## config.mk

```make
export PLATFORM = sky130hd
export DESIGN_NAME = adc_frame_transmitter
export DESIGN_NICKNAME = d
export VERILOG_FILES = /design/src/rtl/adc_link_pkg.sv /design/src/rtl/adc_bit_clock_gen.sv /design/src/rtl/adc_frame_transmitter.sv
export SDC_FILE = /design/constraint.sdc
export NUM_CORES = 1
export LEC_CHECK = 0
export ABC_CLOCK_PERIOD_IN_PS = 18470
export CORE_ASPECT_RATIO = 1.2
export CORE_MARGIN = 2
export CORE_UTILIZATION = 55
export CTS_BUF_LIST = sky130_fd_sc_hd__clkbuf_8
export CTS_CLUSTER_SIZE = 40
export DETAILED_ROUTE_END_ITERATION = 10
export GPL_TIMING_DRIVEN = 0
export HOLD_SLACK_MARGIN = 0.05
export PLACE_DENSITY_LB_ADDON = 0.05
export SYNTH_ARGS = -nofsm -noshare
export SYNTH_HDL_FRONTEND = slang
export SYNTH_SLANG_ARGS = --single-unit
```

## constraint.sdc

```tcl
create_clock -name clock -period 18.47 [get_ports clock]
set_input_delay 3.694 -clock clock [delete_from_list [all_inputs] [get_ports clock]]
set_output_delay 3.694 -clock clock [all_outputs]
set_load 0.1 [all_outputs]
```

## src/rtl/adc_link_pkg.sv

```systemverilog
// Shared definitions for the ADC serial link: frame geometry, the transmitter
// FSM state type and the power-on contents of the channel register file.
package adc_link_pkg;

  localparam int ADC_NUM_CH     = 8;
  localparam int ADC_WORD_W     = 32;
  localparam int ADC_FRAME_BITS = ADC_NUM_CH * ADC_WORD_W;

  typedef logic [ADC_WORD_W-1:0] adc_word_t;

  typedef enum logic [1:0] {
    ST_IDLE  = 2'd0,
    ST_DRDY  = 2'd1,
    ST_SHIFT = 2'd2,
    ST_GAP   = 2'd3
  } adc_tx_state_e;

  // Reset value of channel n (1-based channel number): the word n itself,
  // so an idle emulator still produces an easily recognisable frame.
  function automatic adc_word_t adc_reset_word(input int unsigned ch_num);
    return adc_word_t'(ch_num);
  endfunction

endpackage

```

## src/rtl/adc_bit_clock_gen.sv

```systemverilog
// Serial bit clock generator. While shift_en is high it produces a square
// wave of CLK_DIV cycles high then CLK_DIV cycles low, starting high on the
// first enabled cycle. bit_start marks the first cycle of a bit period,
// bit_end the last. When shift_en is low the clock idles low and the divider
// is held in its start position so the next frame begins with a rising edge.
module adc_bit_clock_gen #(
  parameter int CLK_DIV = 4
) (
  input  logic clock,
  input  logic reset,
  input  logic shift_en,
  output logic bit_start,
  output logic bit_end,
  output logic adc_clock
);

  localparam int DIV_W = (CLK_DIV > 1) ? $clog2(CLK_DIV) : 1;
  localparam logic [DIV_W-1:0] DIV_LAST = DIV_W'(CLK_DIV - 1);

  logic [DIV_W-1:0] div_q;
  logic             low_half_q;

  // Divider: counts CLK_DIV cycles per half period and flips the half.
  // NOTE: sequential state uses non-blocking assignments so every register
  // samples pre-edge values regardless of block ordering.
  always_ff @(posedge clock or posedge reset) begin
    if (reset) begin
      div_q      <= '0;
      low_half_q <= 1'b0;
    end else if (!shift_en) begin
      div_q      <= '0;
      low_half_q <= 1'b0;
    end else if (div_q == DIV_LAST) begin
      div_q      <= '0;
      low_half_q <= ~low_half_q;
    end else begin
      div_q <= div_q + DIV_W'(1);
    end
  end

  assign adc_clock = shift_en & ~low_half_q;
  assign bit_start = shift_en & ~low_half_q & (div_q == '0);
  assign bit_end   = shift_en &  low_half_q & (div_q == DIV_LAST);

endmodule

```

## src/rtl/adc_frame_transmitter.sv

```systemverilog
// On-board ADC emulator: emits a data-ready strobe, then 256 bits (8 channels
// x 32 bits, ch1 first, MSB first) on lane 0 with the inverse on lane 1,
// followed by an idle gap. Channel words come from a CPU-writable register
// file that is snapshotted into shadow words at each frame start, so writes
// never disturb the frame in flight.
// Optional feature: define ADC_TX_PATTERN_EN to add the pattern_sel port and
// a 24-bit frame counter that can replace the register file as word source.
module adc_frame_transmitter
  import adc_link_pkg::*;
#(
  parameter int CLK_DIV    = 4,
  parameter int DRDY_WIDTH = 4,
  parameter int FRAME_GAP  = 64
) (
  input  logic        clock,
  input  logic        reset,
  input  logic        enable,
  input  logic        ch_wr_en,
  input  logic [2:0]  ch_wr_addr,
  input  logic [31:0] ch_wr_data,
`ifdef ADC_TX_PATTERN_EN
  input  logic        pattern_sel,
`endif
  output logic        adc_data_ready,
  output logic        adc_clock,
  output logic        adc_data_0,
  output logic        adc_data_1,
  output logic        busy,
  output logic        frame_done
);

  localparam int PHASE_MAX = (DRDY_WIDTH > FRAME_GAP) ? DRDY_WIDTH : FRAME_GAP;
  localparam int PHASE_W   = $clog2(PHASE_MAX + 1);
  localparam logic [PHASE_W-1:0] DRDY_LAST = PHASE_W'(DRDY_WIDTH - 1);
  localparam logic [PHASE_W-1:0] GAP_LAST  = PHASE_W'(FRAME_GAP - 1);
  localparam logic [8:0]         LAST_BIT  = 9'(ADC_FRAME_BITS - 1);

  adc_tx_state_e      state_q, state_d;
  logic [PHASE_W-1:0] phase_q, phase_d;
  logic [8:0]         bit_cnt_q, bit_cnt_d;
  logic               snapshot;

  adc_word_t regfile_q [ADC_NUM_CH];
  adc_word_t shadow_q  [ADC_NUM_CH];
  adc_word_t snap_words[ADC_NUM_CH];

  logic in_shift;
  logic bit_start;
  logic bit_end;
  logic lane_bit;

  assign in_shift = (state_q == ST_SHIFT);

  adc_bit_clock_gen #(
    .CLK_DIV (CLK_DIV)
  ) u_bit_clock_gen (
    .clock     (clock),
    .reset     (reset),
    .shift_en  (in_shift),
    .bit_start (bit_start),
    .bit_end   (bit_end),
    .adc_clock (adc_clock)
  );

  // Frame sequencing: DRDY strobe, 256 bit periods, gap, then repeat or idle.
  // NOTE: every signal written here gets a default first so no path can
  // leave it unassigned and infer a latch.
  always_comb begin
    state_d   = state_q;
    phase_d   = phase_q;
    bit_cnt_d = bit_cnt_q;
    snapshot  = 1'b0;
    case (state_q)
      ST_IDLE: begin
        if (enable) begin
          state_d  = ST_DRDY;
          phase_d  = '0;
          snapshot = 1'b1;
        end
      end
      ST_DRDY: begin
        if (phase_q == DRDY_LAST) begin
          state_d   = ST_SHIFT;
          phase_d   = '0;
          bit_cnt_d = '0;
        end else begin
          phase_d = phase_q + PHASE_W'(1);
        end
      end
      ST_SHIFT: begin
        if (bit_end) begin
          if (bit_cnt_q == LAST_BIT) begin
            state_d = ST_GAP;
            phase_d = '0;
          end else begin
            bit_cnt_d = bit_cnt_q + 9'd1;
          end
        end
      end
      ST_GAP: begin
        if (phase_q == GAP_LAST) begin
          phase_d = '0;
          if (enable) begin
            state_d  = ST_DRDY;
            snapshot = 1'b1;
          end else begin
            state_d = ST_IDLE;
          end
        end else begin
          phase_d = phase_q + PHASE_W'(1);
        end
      end
      default: state_d = ST_IDLE;
    endcase
  end

  // FSM and counter registers.
  always_ff @(posedge clock or posedge reset) begin
    if (reset) begin
      state_q   <= ST_IDLE;
      phase_q   <= '0;
      bit_cnt_q <= '0;
    end else begin
      state_q   <= state_d;
      phase_q   <= phase_d;
      bit_cnt_q <= bit_cnt_d;
    end
  end

  // Channel register file: CPU writes land at any time, never stalled.
  // NOTE: this small array is reset explicitly because the emulator must
  // come up sending known words; large RAMs would normally not be reset.
  always_ff @(posedge clock or posedge reset) begin
    if (reset) begin
      for (int i = 0; i < ADC_NUM_CH; i++) begin
        regfile_q[i] <= adc_reset_word(32'(i + 1));
      end
    end else if (ch_wr_en) begin
      regfile_q[ch_wr_addr] <= ch_wr_data;
    end
  end

`ifdef ADC_TX_PATTERN_EN
  logic [23:0] frame_cnt_q;

  // Frame counter for the generated pattern, wrapping naturally at 24 bits.
  always_ff @(posedge clock or posedge reset) begin
    if (reset) begin
      frame_cnt_q <= '0;
    end else if (frame_done) begin
      frame_cnt_q <= frame_cnt_q + 24'd1;
    end
  end

  // Snapshot source: register file, or {channel index, frame count} pattern.
  always_comb begin
    for (int i = 0; i < ADC_NUM_CH; i++) begin
      snap_words[i] = regfile_q[i];
      if (pattern_sel) begin
        snap_words[i] = {5'b0, 3'(i), frame_cnt_q};
      end
    end
  end
`else
  // Snapshot source: always the register file.
  always_comb begin
    for (int i = 0; i < ADC_NUM_CH; i++) begin
      snap_words[i] = regfile_q[i];
    end
  end
`endif

  // Shadow words: captured on DRDY entry, so a same-cycle write (which only
  // reaches regfile_q after this edge) falls into the next frame.
  always_ff @(posedge clock or posedge reset) begin
    if (reset) begin
      for (int i = 0; i < ADC_NUM_CH; i++) begin
        shadow_q[i] <= '0;
      end
    end else if (snapshot) begin
      shadow_q <= snap_words;
    end
  end

  // Bit k is bit 31-(k mod 32) of word k/32; the bit counter advances on
  // bit_end, so the lanes change together with the rising bit clock.
  assign lane_bit       = shadow_q[bit_cnt_q[7:5]][~bit_cnt_q[4:0]];
  assign adc_data_0     = in_shift &  lane_bit;
  assign adc_data_1     = in_shift & ~lane_bit;
  assign adc_data_ready = (state_q == ST_DRDY);
  assign busy           = (state_q != ST_IDLE);
  assign frame_done     = (state_q == ST_GAP) && (phase_q == '0);

  a_bit_start_in_frame: assert property (
    @(posedge clock) disable iff (reset) bit_start |-> (bit_cnt_q < 9'(ADC_FRAME_BITS))
  );

endmodule

```

======== After elaboration in Yosys (flattened, before gate mapping) ========
Cells that the tools add are included.
operators by class
  add/sub/neg operators ................... 3
  magnitude comparators ................... 4
  equal/unequal tests ..................... 14
  mux-type cells .......................... 32
  bitwise operators ....................... 10
  reduce and logical (&&, ||, !) cells .... 9
operator list
  operator                                                                      count
  256-bit bitwise mux                                                           1
  32-bit binary-select mux with 3-bit select                                    1
  32-bit demux with 3-bit select                                                1
  32-bit two-way mux                                                            3
  7-bit two-way mux                                                             5
  7-bit one-hot mux with 4 select lines                                         1
  9-bit two-way mux                                                             3
  9-bit one-hot mux with 2 select lines                                         1
  2-bit two-way mux                                                             7
  9-bit by 1-bit adder with 9-bit output, second input constant                 1
  9-bit by 8-bit == test with 1-bit output, second input constant               1
  4-bit greater-or-equal comparator, second input constant                      2
  2-bit by 1-bit inequality test with 1-bit output, second input constant       4
  3-bit NOT with 4-bit output                                                   2
  2-bit one-hot mux with 4 select lines                                         1
  7-bit by 1-bit adder with 7-bit output, second input constant                 1
  7-bit by 2-bit == test with 1-bit output, second input constant               1
  7-bit by 6-bit == test with 1-bit output, second input constant               1
  7-bit zero test                                                               1
  2-bit == test, second input constant                                          3
  5-bit by 6-bit less-than comparator with 1-bit output, second input constant  1
  1-bit two-way mux                                                             6
  2-bit inequality test, second input constant                                  3
  1-bit bitwise AND                                                             5
  13 further kinds                                                              16
word-level totals
  register bits after elaboration ......... 533
  bits of input ports ..................... 39

======== Depth between registers and ports, before layout ========
Gate-level depths: netlist of run 1.
  depth after elaboration ................. 8
  mapped depth ............................ 14

======== Hierarchy ========
Synthesis of run 1 repeated with hierarchy kept, for this count alone.
unflattened totals
  cell total of the unflattened synthesis .. 1,423
  area, all modules ....................... 22,609.2 um2
by module, submodules not included
  module                 instances  cells each  area each (um2)  seq. area each (um2)
  adc_frame_transmitter  1          1,408       22,449.0         13,279.0
  adc_bit_clock_gen      1          15          160.2            75.1

======== Worst setup path after synthesis of run 1 ========
Ideal clock, no wire load.
  kind .................................... flip-flop to output port
  from .................................... register bit_cnt_q[5]
  to ...................................... output port adc_data_1
  data arrival time ....................... 4.727 ns
  required time ........................... 14.776 ns
  slack ................................... 10.049 ns
  cell stages (with the launch flop) ...... 11
  cells stage by stage .................... dfrtp_1 buf_6 buf_6 buf_4 buf_2 mux4_2 a22oi_1 a21oi_1 a31oi_1 o22ai_1 nor4_1
on the way
  word-level cells in the longest chain between the ends .. 8
RTL lines
  element                                                RTL line                      RTL
  start: declaration                                     adc_frame_transmitter.sv:40   logic [8:0] bit_cnt_q, bit_cnt_d;
  start signal: assignment                               adc_frame_transmitter.sv:126  bit_cnt_q <= bit_cnt_d;
  3-bit NOT with 4-bit output (not written as such)      adc_frame_transmitter.sv:187  assign lane_bit = shadow_q[bit_cnt_q[7:5]][~bit_cnt_q[4:0]];
  32-bit binary-select mux with 3-bit select             adc_frame_transmitter.sv:187
  32-bit two-way mux (not written as such) (2 in a row)  adc_frame_transmitter.sv:187
  1-bit binary-select mux with 5-bit select              adc_frame_transmitter.sv:187
  1-bit two-way mux (not written as such)                adc_frame_transmitter.sv:187
  1-bit NOT                                              adc_frame_transmitter.sv:189  assign adc_data_1 = in_shift & ~lane_bit;
  1-bit bitwise AND                                      adc_frame_transmitter.sv:189
  end: declaration                                       adc_frame_transmitter.sv:27   output logic adc_data_1,
No other way between the ends. The select of a mux whose other input is x is not followed.

======== Worst setup path after layout of run 1 ========
Same ends and word-level chain as after synthesis.

==> metrics.txt, run 1 <==
Avg Inst Size Synth 15.7 um^2; Critical Path End adc_data_1; critical hold path startpoint u_bit_clock_gen.div_q[0]$_DFF_PP0_; drt wl/cell 25.3 um; grt ovf 0; Max H-tree Level 3; cts bufs inserted 85; reg-to-reg startpoint bit_cnt_q[5]$_DFFE_PP0P_; area grow syn2layout 13.8%; Remaining DRCs 0; GPL Wtd Cong 0.841; number of routed nets with antenna violations 0; Reg area 13400 um^2; layout cell share with drive strength beyond 1 0.467; min-delay worst type reg -> reg; multi-input logic area 8550 um^2; Die Wd 188 um; status completed; fillers 3100; CP endpoint kind primary output; worst setup margin 9450 ps; max-cap violation count 0; syn nets 1479; flops & latches, synth 533; full die area 42400 um^2; post-synth cell types 60; worst-margin pin slew 1360 ps; setup bufs post-CTS 0; critical path peak fanout 10; port bufs 41; Clock Sinks 533; # IOs 45; Worst Path Arrival 5330 ps; setup_tns 0 ps; hold_buf cts 0; reg2reg path depth 14; Final Critical Period 9020 ps; Slew HR 0.0889; r2r setup slk 14910 ps; first-pass GRT wire length 84.4 mm; Starting Density 0.554; placed cell count 2025; CTS Buffer Depth 3; core footprint 40400 um^2; RSZ-0062 raised after global routing no; later-pin clock latency in the skew report 650 ps; sequential cell area fraction in the yosys report 0.596; pre-CTS setup slack 10120 ps; async set-reset flop share out of synthesis 1.00; hpwl dp 36.7 mm; Non-Filler Instances 2179; Max Transition Viols Final 0; vias in the first global route 13.6k; router iterations before antenna repair 4; DR iter-0 viols 602; Post-Synthesis Cell Area 22400 um^2; total number of vias 12.9k; GRT Total Usage 0.272; # nets final 1622; largest net degree at the start of global routing 45; Yosys warning total 0; critical path class reg -> out; Leak Pwr 0.0117 uW; Worst setup SP type register; Reg2Reg Capture Point state_q[0]$_DFFE_PP0P_; chip height 225 um; CTS resizes 0; root buffer cell clkbuf_8; TritonCTS clock tree done; number of vias per cell 5.91; Power, Total 2530 uW; routed wire length 55.1 mm; Mapped Cells 1430; final cycle utilization of the critical path 0.488; EDFF count, synth 0; Hold WS 436 ps; Clock Skew 23.2 ps; final setup fails 0; peak supply drop 64.7 uV; worst path required time 14780 ps; Primary FF master, synth dfrtp_1; Reg clk slew, reported paths 60 ps; Final Hold Fails 0; Worst Setup SP bit_cnt_q[5]$_DFFE_PP0P_; Power Density 99.2 nW/um^2; initial antenna violation count 1; Rows 81; Peak Freq 0.111 GHz
-- placed cells by master, fill, tap and decap left out, types with 4 or more instances in the layout --
cell	instances
clkbuf_8	107
ha_1	10
nand2b_1	4
mux2i_1	22
a22oi_1	8
a21oi_1	7
nand2_1	26
and3_1	5
nor2b_1	7
inv_1	45
and2_1	5
a211oi_1	4
o21ai_0	15
clkdlybuf4s50_1	41
mux4_2	47
mux2_2	518
mux4_1	5
buf_2	35
dfrtp_1	520
o22ai_1	8
clkinv_2	9
nor2_1	22
nor3_1	6
a31oi_1	6
nand3_1	12
clkbuf_1	41
xnor2_1	6
buf_6	4
nand4_1	4
clkinvlp_4	6
dfstp_2	13
o31ai_1	5
nor3b_1	4
buf_12	18
-- routing by layer --
layer | wire length, um | vias up | GRT usage
met5 | 0 | - | 0
met4 | 1920 | 0 | 0.114
met3 | 2760 | 110 | 0.0495
met2 | 26500 | 320 | 0.441
met1 | 24000 | 6909 | 0.364
li1 | - | 5528 | -
-- sequential cells by signal, summed over array words and instances, names as in the netlist --
signal	count
u_bit_clock_gen.low_half_q	1
state_q	2
phase_q	7
u_bit_clock_gen.div_q	2
regfile_q	256
shadow_q	256
bit_cnt_q	9
-- worst min-delay path by stage --
stage	depth (start not counted)	slack, ps	endpoint
after global routing	1	450	u_bit_clock_gen.div_q[0]$_DFF_PP0_
after CTS	1	440	u_bit_clock_gen.div_q[0]$_DFF_PP0_
after detailed placement	1	430	u_bit_clock_gen.div_q[0]$_DFF_PP0_
final	1	440	u_bit_clock_gen.div_q[0]$_DFF_PP0_
after global placement	1	420	u_bit_clock_gen.div_q[0]$_DFF_PP0_
after floorplan	1	410	u_bit_clock_gen.div_q[0]$_DFF_PP0_
-- power by group --
part / internal, uW / switching (uW) / total [uW]
logic: 108 / 71.2 / 179
clock network: 534 / 466 / 1000
registers: 1300 / 55.9 / 1350
-- synth_stat cells (7+ instances only) --
library cell  number  share of area
dfrtp_1          520           0.58
mux2_2           518           0.26
mux4_2            47          0.047
clkbuf_1          41         0.0069
buf_2             35         0.0078
nand2_1           26         0.0044
mux2i_1           22         0.0098
nor2_1            22         0.0037
inv_1             15         0.0025
o21ai_0           15         0.0033
dfstp_2           13          0.015
nand3_1           12         0.0027
ha_1              10         0.0056
a22oi_1            8         0.0027
o22ai_1            8         0.0022
a21oi_1            7         0.0016
nor2b_1            7         0.0020
-- stage by stage --
stage                      util  area [um^2]
after detailed placement  0.589        23800
after global routing      0.631        25500
after floorplan               -        22400
after CTS                 0.631        25500
final                     0.631        25500
after global placement    0.581        23500
-- layout make-up --
class                   instances  area share
flip-flops and latches        533       0.524
multi-input cells             796       0.335
clock buffers                 107      0.0577
repair buffers                 56      0.0279
well taps                     539      0.0264
plain buffers                  86      0.0178
clock inverters                46     0.00898
inverters                      15     0.00235
diodes                          1   0.0000981
-- logic make-up (layout without fill, tap and decap cells) --
| logic type | Yosys count | in the layout | synth area share |
|---|---|---|---|
| AOI/OAI and AO/OA | 80 | 80 | 0.0258 |
| xor gates and xnor gates | 7 | 7 | 0.00274 |
| adders and majority gates | 10 | 10 | 0.00558 |
| buffers and inverters | 101 | 310 | 0.0227 |
| DFF | 533 | 533 | 0.596 |
| muxes | 592 | 592 | 0.323 |
| other | 0 | 1 | 0 |
| and+or+nand+nor | 107 | 107 | 0.0243 |
-- critical path: stages (launching register included) --
cell             delay (ps)
dfrtp_1                 340
buf_6                   180
buf_12                  200
buf_6                   230
buf_2                   520
mux4_2                  420
a22oi_1                 320
a21oi_1                 110
a31oi_1                 320
o22ai_1                 190
nor4_1                  550
clkdlybuf4s50_1        1240
(Power assumes the default switching activity.)
==> run 2: changes to the inputs <==
Settings changed: ABC_CLOCK_PERIOD_IN_PS 18470 to 9200.
Clock period 18.47 ns to 9.2 ns, I/O delays scaled along.
==> results of run 2 <==
Same layout as run 1 (identical final DEF). Status: completed.
Among the figures that moved: setup slack after placement 10120 ps -> 2700 ps; setup slack after layout 9450 ps -> 2030 ps; register-to-register setup slack 14910 ps -> 5640 ps; total power 2530 uW -> 5080 uW; worst IR drop on VDD 64.7 uV -> 130 uV
